`config.mk`:
```
export PLATFORM = sky130hd
export DESIGN_NAME = proc_core_param
export DESIGN_NICKNAME = d
export VERILOG_FILES = /design/src/rtl/proc_core_param.sv
export SDC_FILE = /design/constraint.sdc
export NUM_CORES = 1
export LEC_CHECK = 0
export ABC_AREA = 1
export BUFFER_PORTS_ARGS = -buffer_cell sky130_fd_sc_hd__buf_2
export CAP_MARGIN = 20
export CORE_MARGIN = 2
export CORE_UTILIZATION = 35
export CTS_BUF_LIST = sky130_fd_sc_hd__clkbuf_4 sky130_fd_sc_hd__clkbuf_8
export CTS_CLUSTER_DIAMETER = 30
export DETAILED_ROUTE_END_ITERATION = 12
export PLACE_DENSITY_LB_ADDON = 0.08
export SYNTH_ARGS = -nofsm -noshare
export SYNTH_HDL_FRONTEND = slang
export SYNTH_SLANG_ARGS = --single-unit
```
`constraint.sdc`:
```
create_clock -name Clock -period 4.4 [get_ports Clock]
set_input_delay 0.88 -clock Clock [delete_from_list [all_inputs] [get_ports Clock]]
set_output_delay 0.88 -clock Clock [all_outputs]
set_load 0.02 [all_outputs]
```
`src/rtl/proc_core_param.sv`:
```
// proc_core_param: parametrised multicycle processor (mv, mvi, add, sub, and, or, xor, mvnz).
// Define PROC_CORE_FLAGS_EN to register Z/C flags on ALU ops and drive the mvnz condition from Z.
module proc_core_param #(
    parameter int DW   = 9,
    parameter int NREG = 8,
    localparam int RW  = $clog2(NREG)
) (
    input  logic          Clock,
    input  logic          Reset,
    input  logic          Run,
    input  logic [DW-1:0] DIN,
    output logic [DW-1:0] Bus,
    output logic          Done,
    output logic [DW-1:0] reg_IR,
    output logic [DW-1:0] reg_A,
    output logic [DW-1:0] reg_G,
    input  logic [RW-1:0] Dbg_Sel,
    output logic [DW-1:0] Dbg_Data,
    output logic          Flag_Z,
    output logic          Flag_C
);

    // Handshake: Run is a request sampled only in T0, where DIN is taken as the
    // instruction; Done is high in the instruction's final step, and the
    // following cycle is T0 again, ready for the next request.
    typedef enum logic [1:0] {T0, T1, T2, T3} state_t;

    localparam logic [2:0] OP_MV   = 3'b000;
    localparam logic [2:0] OP_MVI  = 3'b001;
    localparam logic [2:0] OP_ADD  = 3'b010;
    localparam logic [2:0] OP_SUB  = 3'b011;
    localparam logic [2:0] OP_AND  = 3'b100;
    localparam logic [2:0] OP_OR   = 3'b101;
    localparam logic [2:0] OP_XOR  = 3'b110;
    localparam logic [2:0] OP_MVNZ = 3'b111;

    state_t        state_q, state_d;
    logic [DW-1:0] ir_q, ir_d;
    logic [DW-1:0] a_q, a_d;
    logic [DW-1:0] g_q, g_d;
    logic [DW-1:0] regs_q [NREG];
    logic [2:0]    op;
    logic [RW-1:0] rx, ry;
    logic          is_alu;
    logic          wr_en;
    logic          nz_cond;
    logic [DW-1:0] alu_res;

    assign op     = ir_q[DW-1 -: 3];
    assign rx     = ir_q[DW-4 -: RW];
    assign ry     = ir_q[DW-4-RW -: RW];
    assign is_alu = (op != OP_MV) && (op != OP_MVI) && (op != OP_MVNZ);

    assign reg_IR   = ir_q;
    assign reg_A    = a_q;
    assign reg_G    = g_q;
    assign Dbg_Data = regs_q[Dbg_Sel];

`ifdef PROC_CORE_FLAGS_EN
    logic          flag_z_q, flag_c_q;
    logic          alu_c;
    logic [DW:0]   sum_ext;

    assign sum_ext = {1'b0, a_q} + {1'b0, Bus};
    assign alu_c   = (op == OP_ADD) ? sum_ext[DW] :
                     (op == OP_SUB) ? (a_q < Bus) : 1'b0;
    assign nz_cond = ~flag_z_q;
    assign Flag_Z  = flag_z_q;
    assign Flag_C  = flag_c_q;
`else
    assign nz_cond = (g_q != '0);
    assign Flag_Z  = 1'b0;
    assign Flag_C  = 1'b0;
`endif

    always_comb begin
        Bus = '0;
        case (state_q)
            T1:      Bus = is_alu ? regs_q[rx] : ((op == OP_MVI) ? DIN : regs_q[ry]);
            T2:      Bus = regs_q[ry];
            T3:      Bus = g_q;
            default: Bus = '0;
        endcase
    end

    always_comb begin
        alu_res = '0;
        case (op)
            OP_ADD:  alu_res = a_q + Bus;
            OP_SUB:  alu_res = a_q - Bus;
            OP_AND:  alu_res = a_q & Bus;
            OP_OR:   alu_res = a_q | Bus;
            OP_XOR:  alu_res = a_q ^ Bus;
            default: alu_res = '0;
        endcase
    end

    always_comb begin
        state_d = state_q;
        ir_d    = ir_q;
        a_d     = a_q;
        g_d     = g_q;
        Done    = 1'b0;
        wr_en   = 1'b0;
        case (state_q)
            T0: begin
                if (Run) begin
                    ir_d    = DIN;
                    state_d = T1;
                end
            end
            T1: begin
                if (is_alu) begin
                    a_d     = Bus;
                    state_d = T2;
                end else begin
                    wr_en   = (op != OP_MVNZ) || nz_cond;
                    Done    = 1'b1;
                    state_d = T0;
                end
            end
            T2: begin
                g_d     = alu_res;
                state_d = T3;
            end
            T3: begin
                wr_en   = 1'b1;
                Done    = 1'b1;
                state_d = T0;
            end
            default: state_d = T0;
        endcase
    end

    always_ff @(posedge Clock or posedge Reset) begin
        if (Reset) begin
            state_q <= T0;
            ir_q    <= '0;
            a_q     <= '0;
            g_q     <= '0;
            for (int i = 0; i < NREG; i++) regs_q[i] <= '0;
`ifdef PROC_CORE_FLAGS_EN
            flag_z_q <= 1'b0;
            flag_c_q <= 1'b0;
`endif
        end else begin
            state_q <= state_d;
            ir_q    <= ir_d;
            a_q     <= a_d;
            g_q     <= g_d;
            if (wr_en) regs_q[rx] <= Bus;
`ifdef PROC_CORE_FLAGS_EN
            // Flags follow the ALU result at the same edge that loads G.
            if (state_q == T2) begin
                flag_z_q <= (alu_res == '0);
                flag_c_q <= alu_c;
            end
`endif
        end
    end

endmodule
```
After elaboration in Yosys (flattened, before gate mapping)
Index checks and enable logic that the tools add are counted.
{ "word_totals": {"regBits": 101, "n_memories": 0, "latch_bits": 0, "inputBits": 15, "word_cells": 68, "ram_bits": 0, "output_inout_bits": 48, "rom_bits": 0} }
{ "classes": {"magnitude_cmp": 4, "bitwise_logic": 6, "n_div": 0, "n_reduce_logical": 9, "n_shift": 0, "mux": 23, "multipliers": 0, "addsub": 2, "eq_ne": 12} }
{ "ops": {"columns": ["cell", "count"], "rows": [
  ["binary-select mux 9 bit (select 3 bit)", 3],
  ["two-way mux 9 bit", 9],
  ["bitwise mux 72 bit", 1],
  ["case mux 9 bit (5 select lines)", 1],
  ["demux 9 bit (select 3 bit)", 1],
  ["case mux 9 bit (3 select lines)", 1],
  ["greater-or-equal comparator 4 bit, second input constant", 3],
  ["inverter 3 -> 4 bit", 3],
  ["adder 9 bit", 1],
  ["bitwise AND 9 bit", 1],
  ["equality test 3 bit, second input constant", 3],
  ["bitwise OR 9 bit", 1],
  ["nonzero test 9 bit", 1],
  ["subtractor 9 bit", 1],
  ["bitwise XOR 9 bit", 1],
  ["case mux 2 bit (4 select lines)", 1],
  ["equality test 3 x 2 -> 1 bit, second input constant", 2],
  ["equality test 2 bit, second input constant", 2],
  ["less-than comparator 4 x 1 -> 1 bit, second input constant", 1],
  ["two-way mux 2 bit", 2],
  ["case mux 1 bit (2 select lines)", 2],
  ["AND reduction 2 bit", 2],
  ["equality test 3 x 1 -> 1 bit, second input constant", 1],
  ["logical AND 1 bit", 3],
  ["8 further kinds", 9]
]} }

Logic depth before layout (Yosys ltp)
{ "logic_depth": {"ltp_word": 9, "mapped_depth": 32, "depth_no_buf": 30} }

Least setup slack after synthesis
No wires, ideal clock.
{ "synth_timing": {"path_kind": "register to register", "startpoint": "register ir_q[1], in the netlist reg_IR[1]", "endpoint": "register g_q[7], in the netlist reg_G[7]", "period_less_slack_ns": 3.795, "path_slack_ns": 0.605, "n_path_buf": 3, "setup_time_ns": 0.065, "arrival_time_ns": 3.730, "required_ns": 4.335, "stages_incl_launch_ff": 32, "cell_sequence": "dfrtp_1 -> buf_2 -> inv_2 -> buf_2 -> a21oi_1 -> o21ai_0 -> nand3_1 -> o21a_1 -> nand2_1 -> o21ai_0 -> inv_1 -> nand3_1 -> buf_2 -> inv_1 -> ha_1 -> inv_1 -> o21ai_0 -> inv_1 -> ha_1 -> nand2_1 -> o21ai_0 -> nand2_1 -> nand2_1 -> a21oi_1 -> nor2_1 -> o21ai_0 -> nand2_1 -> a21oi_1 -> o21ai_0 -> nand2_1 -> nand2_1 -> nand2_1"} }
{ "synth_between": {"elab_chain_cells": 9, "elab_cells_between_ends": 13, "cone_classes": "add/sub (2); mux (7); bitwise (4)"} }
{ "synth_lines": {"columns": ["element", "line", "rtl"], "rows": [
  ["start: declaration", "38", "logic [DW-1:0] ir_q, ir_d;"],
  ["start signal: assignment", "148", "ir_q <= ir_d;"],
  ["inverter 3 -> 4 bit (not written as such) (*)", "79, 80", null],
  ["binary-select mux 9 bit (select 3 bit) (*)", "79, 80", null],
  ["two-way mux 9 bit (not written as such) (*) (2 in a row)", "79, 80", null],
  ["two-way mux 9 bit (2 in a row)", "79", "T1: Bus = is_alu ? regs_q[rx] : ((op == OP_MVI) ? DIN : regs_q[ry]);"],
  ["case mux 9 bit (3 select lines) (*)", "78", "case (state_q)"],
  ["named net Bus[0]", "12", "output logic [DW-1:0] Bus,"],
  ["subtractor 9 bit or adder 9 bit (tied branches)", "90, 89", null],
  ["case mux 9 bit (5 select lines) (*)", "88", "case (op)"],
  ["end signal: assignment", "150", "g_q <= g_d;"],
  ["end: declaration", "40", "logic [DW-1:0] g_q, g_d;"]
]} }
The timed path passes the listed nets; every way through them passes the cells marked *. The select of a mux whose other input is x is not followed.
A chain may end at the register's enable or synchronous reset.

Worst setup path after layout
{ "layout_timing": {"startpoint": "register ir_q[4], in the netlist reg_IR[4]", "endpoint": "register g_q[8], in the netlist reg_G[8]"} }
{ "layout_between": {"elab_chain_cells": 8, "elab_cells_between_ends": 12, "cone_classes": "add/sub (2); mux (6); bitwise (4)"} }
{ "layout_lines": {"columns": ["element", "line", "rtl"], "rows": [
  ["inverter 3 -> 4 bit (not written as such) (*)", "79", null],
  ["binary-select mux 9 bit (select 3 bit) (*)", "79", null],
  ["two-way mux 9 bit (not written as such) (*) (2 in a row)", "79", null],
  ["two-way mux 9 bit (*)", "79", null],
  ["case mux 9 bit (3 select lines) (*)", "78", null],
  ["subtractor 9 bit (tied with other cells)", "90", "OP_SUB: alu_res = a_q - Bus;"],
  ["case mux 9 bit (5 select lines) (*)", "88", null]
]} }
Mark *: on every way between the ends. The rest lies on a longest branch, timed or not. The select of a mux whose other input is x is not followed.

==> impl_results.rst <==
.. list-table::
   :header-rows: 1

   * - Metric
     - Value
   * - Maximum fanout count along the critical path
     - 19
   * - Number of antenna violations at the first check in global routing
     - 0
   * - Congestion Overflow GR
     - 0
   * - Total track usage
     - 23.93%
   * - CP Cell Sequence
     - clkinv_2 -> nand3_1 -> o22ai_1 -> a21oi_1 -> nand3_1 -> nand2_2 -> nand2_4 -> nor2_8 -> ha_1 -> nand4_1 -> nor2_1 -> a31oi_1 -> xor2_1 -> ha_1 -> nand2_1 -> o21ai_0 -> a21oi_1 -> nand3_1 -> nand2_1 -> nand3_1 -> nand3_1 -> nand2_1 -> nand2_1 -> nand2_1
   * - Share of final-layout standard cells stronger than drive strength 1
     - 13.94%
   * - Area inside the core boundary
     - 0.02089 mm^2
   * - Clock skew
     - 0.02816 ns
   * - Insertion delay of the later-clocked pin in the worst-skew pair
     - 0.41 ns
   * - Number of warnings printed during yosys synthesis
     - 0
   * - Antenna diode instance count
     - 0
   * - Setup crit start kind
     - flip-flop
   * - Area of the mapped netlist
     - 0.007391 mm^2
   * - H-Tree Depth
     - 3
   * - Category of the worst setup path capture point
     - flip-flop
   * - Number of buffers created by CTS
     - 9
   * - Initial Util
     - 35.38%
   * - Max incr delay on CP
     - 0.38 ns
   * - CP top delay family
     - simple AND/OR/NAND/NOR gates
   * - Total setup violations reported at the end of the flow
     - 0
   * - Estimated wirelength of the detail-placed design
     - 19200 um
   * - Post-CTS resize count
     - 0
   * - First-iteration detailed-routing DRC count
     - 540
   * - Arrival time of the worst setup path
     - 4.20 ns
   * - Worst Path Buf+Inv
     - 1
   * - Global Route met2 Usage
     - 37.56%
   * - Synth area leader
     - sky130_fd_sc_hd__dfrtp_1
   * - Growth of design area from synthesis to finish
     - 10.11%
   * - Crit share post-route
     - 88.84%
   * - Sequential fraction of the synthesis area
     - 34.20%
   * - Max-Cap Viols
     - 0
   * - Post-synthesis area per instance
     - 6.737 um^2
   * - Io pins
     - 63
   * - Number of global-route vias before repair
     - 6649
   * - Average via count per standard cell
     - 5.002
   * - Post-layout min period
     - 3.909 ns
   * - Count of antenna-violating nets left after detailed routing
     - 0
   * - Cell count after synthesis
     - 1097
   * - Setup TNS after final layout
     - 0 ns
   * - CP Data Required Time
     - 4.69 ns
   * - Number of port buffers
     - 60
   * - Footprint of the multi-input gates
     - 0.004049 mm^2
   * - Clock-pin slew on the worst setup and hold paths
     - 0.10 ns
   * - Die Height
     - 149.3 um
   * - Layer with the highest usage
     - met2
   * - Post-CTS Hold Fix Bufs
     - 0
   * - Cell row count
     - 53
   * - Total iterations of the first detailed-routing run
     - 4
   * - NumNets Final
     - 1186
   * - Number of sinks handled by clock tree synthesis
     - 101
   * - WL per Instance
     - 18.24 um
   * - First-pass GRT wire length
     - 40260 um
   * - Maximum clock insertion buffer count
     - 2
   * - Worst Setup Path Type
     - reg2reg
   * - DR vias
     - 7118
   * - Final GP Congestion
     - 0.9031
   * - Portion of synthesized cell area occupied by the leading cell type
     - 34.20%
   * - Total count of hold-check failures in the final report
     - 0
   * - Sequential cell area
     - 0.002529 mm^2
   * - Highest Clock Rate
     - 255.8 MHz
   * - Root cell of the clock tree
     - sky130_fd_sc_hd__clkbuf_8
   * - Run status
     - finished, final reports clean
   * - Slowest cell on crit path
     - sky130_fd_sc_hd__dfrtp_1
   * - GR Layer Usage met1
     - 34.39%
   * - Horizontal die dimension
     - 149.3 um
   * - Pin count of the biggest net entering global routing
     - 63
   * - DRC
     - 0
   * - Clock tree from TritonCTS
     - built
   * - Post-Route WL
     - 25950 um
   * - Slew of the pin with the lowest slew margin
     - 0.8826 ns
   * - Total of flip-flops plus latches after synthesis
     - 101
   * - Fill count
     - 2269
   * - Post-CTS Setup Bufs
     - 0
   * - Worst min path class
     - reg2reg
   * - Number of max-slew violations in the final report
     - 0
   * - Synth area leaders
     - sky130_fd_sc_hd__dfrtp_1 34%, sky130_fd_sc_hd__nand2_1 19%, sky130_fd_sc_hd__o21ai_0 9.9%, sky130_fd_sc_hd__inv_1 5.7%, sky130_fd_sc_hd__ha_1 4.6%
   * - Area of the die
     - 0.02230 mm^2
   * - Global routing usage on met3
     - 2.722%
   * - Synth cell types
     - 46
   * - Max-slew headroom
     - 41.09%
   * - Setup repair after global routing missed its margin
     - false
==> cell usage after synthesis, drive strengths merged <==
library cell  number
nand4              3
clkinv             2
a221oi            11
nand2            378
ha                27
a211oi             1
o21ai            160
buf               40
a21oi             59
o22ai              5
o31ai              1
xor2               4
o21a               1
fa                 1
dfrtp            101
conb               1
nor4               3
nand3b             3
clkbuf            12
o221ai             1
o211ai             5
o2111ai            2
nand3             58
a31oi             11
inv              135
nor2              67
xnor2              2
nor3               3
==> cells by family (layout without fill, tap and decap cells) <==
logic type / Yosys count / in the layout / synth area share (%)
adders and majority gates: 28 / 28 / 4.842
and+or+nand+nor: 515 / 515 / 30.00
xor gates and xnor gates: 6 / 6 / 0.7110
buffers and inverters: 189 / 239 / 11.07
other: 1 / 2 / 0.05074
DFF: 101 / 101 / 34.20
AOI/OAI and AO/OA: 257 / 257 / 19.13
==> worst register-to-register path, delay by kind of cell (launching register included) <==
| family | cells | cell delay [ns] |
|---|---|---|
| simple gates | 15 | 1.72 |
| flops | 1 | 0.38 |
| xor+xnor | 1 | 0.16 |
| buf+inv | 1 | 0.28 |
| fa+ha+maj | 2 | 0.52 |
| compound gates | 5 | 0.75 |
==> routing by layer <==
layer | vias up | share of wire (%) | routed length [um]
li1 | 3617 | - | -
met1 | 3298 | 49 | 12600
met2 | 170 | 45 | 11730
met3 | 33 | 3.8 | 998
met4 | 0 | 2.4 | 631
met5 | - | 0 | 0
==> worst paths after layout <==
kind	start	slack, ns	end	cells past startpoint
max	reg_IR[4]$_DFFE_PP0P_	0.49	reg_G[8]$_DFFE_PP0N_	24
min	state_q[0]$_DFFE_PP0P_	0.50	state_q[0]$_DFFE_PP0P_	1
max reg2reg	reg_IR[4]$_DFFE_PP0P_	0.49	reg_G[8]$_DFFE_PP0N_	24
min reg2reg	state_q[0]$_DFFE_PP0P_	0.50	state_q[0]$_DFFE_PP0P_	1
max in group asynchronous	Reset	2.88	reg_G[0]$_DFFE_PP0N_	3
min in group asynchronous	Reset	0.62	reg_G[7]$_DFFE_PP0N_	2
==> per-stage QoR <==
step	util [%]	hold slack [ns]	instances	setup WS (ns)	cell area, um^2
2_1_floorplan	-	0.4530	1098	0.6049	7395
3_3_place_gp	37.99	0.4684	1407	0.5126	7936
3_5_place_dp	37.99	0.4781	1407	0.5291	7936
4_1_cts	38.95	0.5018	1423	0.5374	8137
5_1_grt	38.96	0.5207	1423	0.05154	8138
6_report	38.96	0.5013	1423	0.4912	8138
==> state kept, by name, summed over array words and instances (netlist names), named ones only <==
| signal | cells |
|---|---|
| reg_A | 9 |
| regs_q | 72 |
| state_q | 1 |
| reg_G | 9 |
| reg_IR | 9 |
==> cell usage in the layout, fill, tap and decap left out, drive strengths merged, types with 3 or more instances in the layout <==
cell type,n
dfrtp,101
o22ai,5
buf,86
inv,134
o211ai,5
nor4,3
clkinv,4
nand2,378
nand3b,3
nand3,58
a31oi,11
a221oi,11
a21oi,59
nor3,3
nor2,67
clkbuf,11
xor2,4
nand4,3
ha,27
o21ai,160
clkinvlp,3
==> layout make-up <==
| cell class | instances | area share [%] |
|---|---|---|
| clock buffers | 11 | 1.707 |
| clock inverters | 5 | 0.7534 |
| repair buffers | 86 | 6.089 |
| well taps | 275 | 4.228 |
| inverters | 137 | 6.396 |
| flip-flops and latches | 101 | 31.07 |
| multi-input cells | 808 | 49.75 |
Power is left out: the tool's default activity adds up to more than one toggle a clock period on the data nets, which glitch-free logic cannot reach.
